==> src/rtl/ram_pkg.sv <==
// Shared defaults and FSM state encoding for the single-port RAM controller.
package ram_pkg;

   localparam int unsigned DATA_W_DEF = 8;
   localparam int unsigned ADDR_W_DEF = 8;
   localparam int unsigned DEPTH_DEF  = 11;

   typedef enum logic [2:0] {
      IDLE   = 3'd0,
      SETUP  = 3'd1,
      WRITE  = 3'd2,
      HOLD   = 3'd3,
      SAMPLE = 3'd4,
      RESP   = 3'd5
   } state_t;

endpackage

==> src/rtl/ram_ctrl.sv <==
// Request/response front end for an asynchronous-read RAM with a multi-cycle,
// setup/hold-protected write strobe.
module ram_ctrl
   import ram_pkg::*;
#(
   parameter int unsigned DATA_W    = DATA_W_DEF,
   parameter int unsigned ADDR_W    = ADDR_W_DEF,
   parameter int unsigned DEPTH     = DEPTH_DEF,
   parameter int unsigned WR_CYCLES = 1
) (
   input  logic              clk,
   input  logic              rst_n,
   input  logic              req_valid,
   output logic              req_ready,
   input  logic              req_we,
   input  logic [ADDR_W-1:0] req_addr,
   input  logic [DATA_W-1:0] req_wdata,
   output logic              rsp_valid,
   input  logic              rsp_ready,
   output logic [DATA_W-1:0] rsp_data,
   output logic              rsp_err,
   output logic [ADDR_W-1:0] address,
   output logic [DATA_W-1:0] data_in,
   output logic              writeOn,
   input  logic [DATA_W-1:0] data_out
);

   localparam int unsigned     CNT_W    = 4;
   localparam int unsigned     AW1      = ADDR_W + 1;
   localparam logic [CNT_W-1:0] CNT_LAST = CNT_W'(WR_CYCLES - 1);
   localparam logic [AW1-1:0]  DEPTH_L  = AW1'(DEPTH);

   state_t            state, state_nxt;
   logic [CNT_W-1:0]  cnt, cnt_nxt;
   logic              we_q, we_nxt;
   logic [ADDR_W-1:0] address_nxt;
   logic [DATA_W-1:0] data_in_nxt;
   logic [DATA_W-1:0] rsp_data_nxt;
   logic              rsp_err_nxt;
   logic              req_ready_nxt;
   logic              rsp_valid_nxt;
   logic              write_on_nxt;
   logic              illegal_c;

   assign illegal_c = ({1'b0, req_addr} >= DEPTH_L);

   // State and every output are registered; outputs are precomputed from state_nxt.
   always_ff @(posedge clk or negedge rst_n) begin
      if (!rst_n) begin
         state     <= IDLE;
         cnt       <= '0;
         we_q      <= 1'b0;
         address   <= '0;
         data_in   <= '0;
         rsp_data  <= '0;
         rsp_err   <= 1'b0;
         req_ready <= 1'b0;
         rsp_valid <= 1'b0;
         writeOn   <= 1'b0;
      end else begin
         state     <= state_nxt;
         cnt       <= cnt_nxt;
         we_q      <= we_nxt;
         address   <= address_nxt;
         data_in   <= data_in_nxt;
         rsp_data  <= rsp_data_nxt;
         rsp_err   <= rsp_err_nxt;
         req_ready <= req_ready_nxt;
         rsp_valid <= rsp_valid_nxt;
         writeOn   <= write_on_nxt;
      end
   end

   // Next-state and next-output decode.
   always_comb begin
      state_nxt    = state;
      cnt_nxt      = cnt;
      we_nxt       = we_q;
      address_nxt  = address;
      data_in_nxt  = data_in;
      rsp_data_nxt = rsp_data;
      rsp_err_nxt  = rsp_err;

      case (state)
         IDLE: begin
            if (req_valid && req_ready) begin
               we_nxt       = req_we;
               rsp_data_nxt = '0;
               if (illegal_c) begin
                  // Out-of-range: answer immediately, leave the RAM port untouched.
                  rsp_err_nxt = 1'b1;
                  state_nxt   = RESP;
               end else begin
                  rsp_err_nxt = 1'b0;
                  address_nxt = req_addr;
                  if (req_we) begin
                     data_in_nxt = req_wdata;
                  end
                  state_nxt = SETUP;
               end
            end
         end
         SETUP: begin
            cnt_nxt   = '0;
            state_nxt = we_q ? WRITE : SAMPLE;
         end
         WRITE: begin
            if (cnt == CNT_LAST) begin
               state_nxt = HOLD;
            end else begin
               cnt_nxt = cnt + CNT_W'(1);
            end
         end
         HOLD: begin
            state_nxt = RESP;
         end
         SAMPLE: begin
            rsp_data_nxt = data_out;
            state_nxt    = RESP;
         end
         RESP: begin
            if (rsp_ready) begin
               state_nxt = IDLE;
            end
         end
         default: begin
            state_nxt = IDLE;
         end
      endcase

      req_ready_nxt = (state_nxt == IDLE);
      rsp_valid_nxt = (state_nxt == RESP);
      write_on_nxt  = (state_nxt == WRITE);
   end

endmodule

==> config.mk <==
export PLATFORM = sky130hd
export DESIGN_NAME = ram_ctrl
export DESIGN_NICKNAME = d
export VERILOG_FILES = /design/src/rtl/ram_pkg.sv /design/src/rtl/ram_ctrl.sv
export SDC_FILE = /design/constraint.sdc
export NUM_CORES = 1
export LEC_CHECK = 0
export CORE_UTILIZATION = 60
export DETAILED_ROUTE_END_ITERATION = 16
export DONT_BUFFER_PORTS = 1
export PLACE_DENSITY = 0.76
export SYNTH_ARGS = -nofsm -noshare
export SYNTH_HDL_FRONTEND = slang
export SYNTH_SLANG_ARGS = --single-unit
==> constraint.sdc <==
create_clock -name clk -period 4.4 [get_ports clk]
set_input_delay 0.22 -clock clk [delete_from_list [all_inputs] [get_ports clk]]
set_output_delay 0.22 -clock clk [all_outputs]
set_load 0.005 [all_outputs]
==> results of run 1 <==
-- metal layers --
metal	part of all wire, %	routed length [um]	track usage (%)
met1	41	1130	21.3
met2	50	1380	34.4
met3	7.4	203	11.4
met4	1.2	32	8.11
met5	0	0	0
-- power by group --
| part | leakage, nW | switching (mW) | internal, mW |
|---|---|---|---|
| combinational | 0.335 | 0.107 | 0.116 |
| clock | 0.0315 | 0.107 | 0.0782 |
| sequential | 0.478 | 0.0884 | 0.415 |
-- cell usage in the layout, fill, tap and decap left out, types with 2 or more instances in the layout --
| cell | synthesis | layout |
|---|---|---|
| dfrtp_1 | 36 | 36 |
| nor3b_1 | 2 | 2 |
| mux2_2 | 12 | 12 |
| inv_1 | 4 | 4 |
| dlygate4sd3_1 | 0 | 19 |
| o21ai_0 | 3 | 3 |
| clkbuf_4 | 0 | 5 |
| and2b_2 | 4 | 4 |
| nand2_1 | 9 | 9 |
| ha_1 | 2 | 2 |
| a21oi_1 | 4 | 4 |
| nand2b_1 | 2 | 2 |
| nor2_1 | 6 | 6 |
| nor3_1 | 2 | 2 |
| mux2i_1 | 3 | 3 |
| a22o_1 | 8 | 8 |
-- critical path, stage by stage (launching register included) --
cell and delay, ps:
dfrtp_1 480, nand4bb_4 290, a2111oi_4 680, nand2_4 190
mux2_2 320
-- path summary, 6_finish.rpt --
| check | start | endpoint | slack, ps |
|---|---|---|---|
| max in group asynchronous | rst_n | cnt[0] | 3890 |
| max reg2reg | state[0] | data_in[6] | 2340 |
| max | state[0] | data_in[6] | 2340 |
| min reg2reg | cnt[3] | cnt[3] | 490 |
| min in group asynchronous | rst_n | address[4] | 320 |
| min | data_out[5] | rsp_data[5] | 20 |
-- state kept, by name, indices dropped and copies added, names as in the netlist --
register and flops:
data_in 8, rsp_data 8, cnt 4, writeOn 1
rsp_err 1, state 3, address 8, req_ready 1
we_q 1, rsp_valid 1
-- logic make-up (layout without fill, tap and decap cells) --
family / Yosys count / after routing / share of synthesized area [%]
compound gates: 19 / 19 / 10.5
fa+ha+maj: 2 / 2 / 1.68
buf+inv: 8 / 32 / 2.10
flops: 36 / 36 / 60.5
mux: 15 / 15 / 11.1
simple gates: 33 / 33 / 14.2
-- cell type report --
type	instances	area, um2
fill	138	494
multi-input combinational	69	558
clock inverter	1	7.51
inverter	4	15.0
tap	28	35.0
sequential	36	901
clock buffer	7	55.1
timing repair buffer	20	210
-- timing repair --
action | CTS | global route
gates resized for setup | 0 | 0
hold endpoints to repair | 41 | 13
hold buffers | 7 | 13
-- per-stage QoR --
step,util [%],power (mW),std cells,hold WS (ps),instance area (um2)
after CTS,72.6,0.909,152,2.30,1650
after global routing,78.3,0.970,165,-0.249,1780
after global placement,66.3,0.695,137,-75.0,1510
after floorplan,-,0.665,113,-75.6,1490
after detailed placement,66.3,0.712,137,-75.0,1510
final,78.3,0.911,165,23.0,1780
==> results.py, run 1 <==
metrics = {
    "setup_path": {
        "critPathMaxFanout": 10,
        "critPathRequiredTime_ps": 4630,
        "worstSetupStartpointType": "flip-flop",
        "path_class": "flip-flop to flip-flop",
        "r2r_cells": 4,
        "end_kind": "flip-flop",
        "arrival_ps": 2300,
    },
    "sta": {
        "setup-tns-final_ps": 0,
        "rsz0062_at_grt": "false",
        "fmax_ghz": 0.484,
        "fin_crit_ps": 2060,
        "setup_violations": 0,
        "timing.final.crit_share_pct": 46.9,
        "tightest_slew_ps": 884,
        "worst_slack_ps": 2340,
        "slew_headroom_pct": 40.9,
        "drv_slew": 0,
        "final_hold_viol_count": 0,
        "finClkSkew_ps": 14.6,
    },
    "global_route": {
        "grt_max_degree": 37,
        "grt_pass1_wl_um": 3810,
        "first_global_vias": 863,
        "antenna_found_initial": 0,
        "track_usage_pct": 20.6,
        "grt.overflow.total": 0,
    },
    "clocking": {
        "cts_buffers": 5,
        "clkTransAtPathRegs_ps": 110,
        "h-tree-depth": 2,
        "cts.sinks": 36,
        "postCtsSetupBuffers": 0,
        "cts_tree": "yes",
        "cts_buffer_depth": 2,
        "clk_latency_ps": 340,
        "clock-root-buffer": "clkbuf_4",
    },
    "worst_hold_path": {
        "hp-class": "input pin to flip-flop",
        "hold_depth": 1,
    },
    "drt": {
        "firstDrtPassIters": 4,
        "num_vias": 942,
        "route.detailed.drc": 0,
        "routedWlPerCell_um": 16.7,
        "wl_um": 2750,
        "vias_per_cell": 5.71,
        "initialDrtViolationCount": 12,
        "ant_nets": 0,
    },
    "synthesis": {
        "synthesis.nets": 144,
        "async_reset_ff_share_pct": 100,
        "netlist-cell-type-count": 28,
        "postSynthAreaPerCell_um2": 13.2,
        "ys_ff_latch": 36,
        "synthesis.area_um2": 1490,
        "synth_seq_area_share_pct": 60.5,
        "ys_warn_count": 0,
        "synth.cells.most_frequent": "dfrtp_1 (36), mux2_2 (12), nand2_1 (9), a22o_1 (8), nor2_1 (6)",
        "synth.area.top_cells": "dfrtp_1 (60%), mux2_2 (9.1%), a22o_1 (4.7%)",
        "yosys.area.top_type": "dfrtp_1",
        "synth-main-ff-cell": "dfrtp_1",
        "synth_most_common_cell": "dfrtp_1",
        "synth_cells": 113,
        "synth_top_cell_area_share_pct": 60.5,
        "synth_edf_count": 0,
    },
    "placed_design": {
        "portBuffers": 0,
        "preCtsSetupSlack_ps": 2360,
        "place_hpwl_um": 1830,
        "gp_congestion": 0.744,
    },
    "power_and_ir_drop": {
        "power_density_nw_per_um2": 511,
        "ir_drop_uv": 446,
        "leakagePower_nw": 0.845,
    },
    "floorplan": {
        "fp-row-count": 17,
        "core_area_um2": 2280,
        "dieArea_um2": 2690,
        "die_w_um": 51.8,
        "start_util_pct": 65.5,
        "die_h_um": 51.8,
        "io_pins": 57,
    },
    "cells_and_area": {
        "area_growth_pct": 19.6,
        "antenna_cells": 0,
        "layout.nets": 167,
        "drive_above_1_share_pct": 21.2,
    },
    "flow_run": {
        "cap_violations": 0,
    },
    "run_status": {
        "status": "complete, no violations",
    },
}
No activity file was read; power rests on OpenSTA's default activity.
==> run 2: changes to the inputs <==
==> constraint.sdc (replaced) <==
create_clock -name clk -period 2 [get_ports clk]
set_input_delay 0.1 -clock clk [delete_from_list [all_inputs] [get_ports clk]]
set_output_delay 0.1 -clock clk [all_outputs]
set_load 0.005 [all_outputs]
==> run 2 against run 1 <==
Effect of this change: die area stayed put; worst hold slack better by 21 ps; total power is 120% higher; final cell count increased by 4.2%; register-to-register slack lost 2200 ps.
==> results.py, run 2 (same netlist as run 1, synthesis figures left out) <==
metrics = {
    "drt": {
        "wl_um": 2840,
        "routedWlPerCell_um": 16.5,
        "initialDrtViolationCount": 10,
        "ant_nets": 0,
        "vias_per_cell": 5.72,
        "num_vias": 983,
        "route.detailed.drc": 0,
        "firstDrtPassIters": 4,
    },
    "setup_path": {
        "worstSetupStartpointType": "flip-flop",
        "end_kind": "flip-flop",
        "r2r_end": "address[3]",
        "rr_startpoint": "state[0]",
        "reg2reg_setup_slack_ps": 120,
        "path_cells": "nand4bb_4 > a2111oi_4 > buf_4 > mux2_2",
        "arrival_ps": 2120,
        "path_class": "flip-flop to flip-flop",
        "cp_top_family": "compound AO/OA/AOI/OAI gates",
        "crit_slowest_cell": "a2111oi_4",
        "crit_buf_inv": 1,
        "r2r_cells": 4,
        "critPathRequiredTime_ps": 2240,
        "critPathMaxFanout": 7,
        "cp_slowest_stage_delay_ps": 570,
    },
    "clocking": {
        "cts.sinks": 36,
        "cts_buffers": 5,
        "postCtsSetupBuffers": 0,
        "h-tree-depth": 2,
        "clock-root-buffer": "clkbuf_4",
        "clkTransAtPathRegs_ps": 110,
        "cts_resized": 0,
        "cts_tree": "yes",
        "cts_buffer_depth": 2,
        "clk_latency_ps": 340,
        "hold_buffers": 23,
    },
    "floorplan": {
        "start_util_pct": 65.5,
        "die_h_um": 51.8,
        "core_area_um2": 2280,
        "fp-row-count": 17,
        "io_pins": 57,
        "die_w_um": 51.8,
        "dieArea_um2": 2690,
    },
    "power_and_ir_drop": {
        "ir_drop_uv": 1030,
        "net-switching-power_mw": 0.680,
        "sequentialPowerShare_pct": 53.4,
        "power_density_nw_per_um2": 1100,
        "leakagePower_nw": 0.882,
        "swShare_pct": 33.8,
        "p_int_mw": 1.33,
        "clkPwrFrac_pct": 18.7,
        "power_frac_comb_pct": 27.9,
        "p_total_mw": 2.01,
    },
    "run_status": {
        "status": "complete, no violations",
    },
    "sta": {
        "worst_slack_ps": 118,
        "tightest_slew_ps": 873,
        "final_hold_viol_count": 0,
        "fin_crit_ps": 1880,
        "slew_headroom_pct": 41.7,
        "fmax_ghz": 0.531,
        "finClkSkew_ps": 2.74,
        "setup-tns-final_ps": 0,
        "setup_violations": 0,
        "timing.final.crit_share_pct": 94.1,
        "drv_slew": 0,
        "rsz0062_at_grt": "false",
    },
    "placed_design": {
        "place_hpwl_um": 1770,
        "place_inst": 141,
        "gp_congestion": 0.706,
        "portBuffers": 0,
        "preCtsSetupSlack_ps": 175,
    },
    "cells_and_area": {
        "area_growth_pct": 23.2,
        "layout.nets": 174,
        "final_cell_mix": "dfrtp_1 (36), dlygate4sd3_1 (22), mux2_2 (12)",
        "utilization_pct": 80.6,
        "antenna_cells": 0,
        "final_cells": 172,
        "drive_above_1_share_pct": 23.6,
        "final_common_cell": "dfrtp_1",
        "top_regs": "address x8, data_in x8, rsp_data x8",
    },
    "global_route": {
        "grt_pass1_wl_um": 4500,
        "grt.overflow.total": 0,
        "grt_max_degree": 37,
        "first_global_vias": 1009,
        "track_usage_pct": 25.0,
        "antenna_found_initial": 0,
    },
    "worst_hold_path": {
        "min_from": "req_we",
        "hold_depth": 2,
        "holdPathEnd": "data_in[2]",
        "hp-class": "input pin to flip-flop",
    },
    "flow_run": {
        "cap_violations": 0,
    },
}
## run 2: changes by cell type in the layout (fill, tap and decap cells not counted)
cell / before / now
clkbuf_1: 1 / 0
buf_4: 0 / 4
clkbuf_8: 1 / 0
clkinv_2: 0 / 2
clkinvlp_4: 1 / 0
dlygate4sd3_1: 19 / 22
clkinv_4: 0 / 1
## run 2: worst max-delay path by stage
stage	end	startpoint	cells past startpoint	slack, ps
after CTS	address[3]	state[0]	4	150
final	address[3]	state[0]	4	120
after floorplan	data_in[0]	state[0]	5	130
after global placement	address[3]	state[0]	4	210
after detailed placement	address[3]	state[0]	4	180
after global routing	address[3]	state[0]	4	40
## run 2: layout make-up
| class | count | area (um2) |
|---|---|---|
| flip-flops and latches | 36 | 901 |
| clock buffers | 5 | 37.5 |
| repair buffers | 27 | 270 |
| inverters | 4 | 15.0 |
| fillers | 133 | 440 |
| clock inverters | 3 | 18.8 |
| well taps | 28 | 35.0 |
| multi-input cells | 69 | 558 |
## run 2: power by group through the flow
stage	logic (mW)	clock network, mW	registers, mW
6_report	0.561	0.376	1.07
5_1_grt	0.627	0.430	1.10
4_1_cts	0.563	0.392	1.07
3_5_place_dp	0.507	0	1.09
3_3_place_gp	0.484	0	1.08
2_1_floorplan	0.445	0	1.02
## run 2: per-stage QoR
step / hold WS [ps] / cell area [um2]
floorplan: -196 / 1490
global placement: -195 / 1540
detailed placement: -195 / 1540
CTS: 27.7 / 1840
global route: 16.3 / 1840
finish: 44.0 / 1840
## run 2: worst register-to-register path, delay by kind of cell (launching register included)
kind / cells / cell delay (ps)
AO/OA/AOI/OAI: 1 / 570
flip-flops: 1 / 390
AND/OR/NAND/NOR: 1 / 250
multiplexers: 1 / 330
buffers and inverters: 1 / 240
## run 2: per-layer routing
metal / track usage (%) / wire length (um) / share of wire (%) / up-vias
met5: 0 / 0 / 0 / -
met1: 27.2 / 1140 / 40 / 479
met3: 11.7 / 208 / 7.3 / 6
li1: - / - / - / 453
met4: 11.7 / 58 / 2.0 / 0
met2: 40.8 / 1430 / 50 / 45
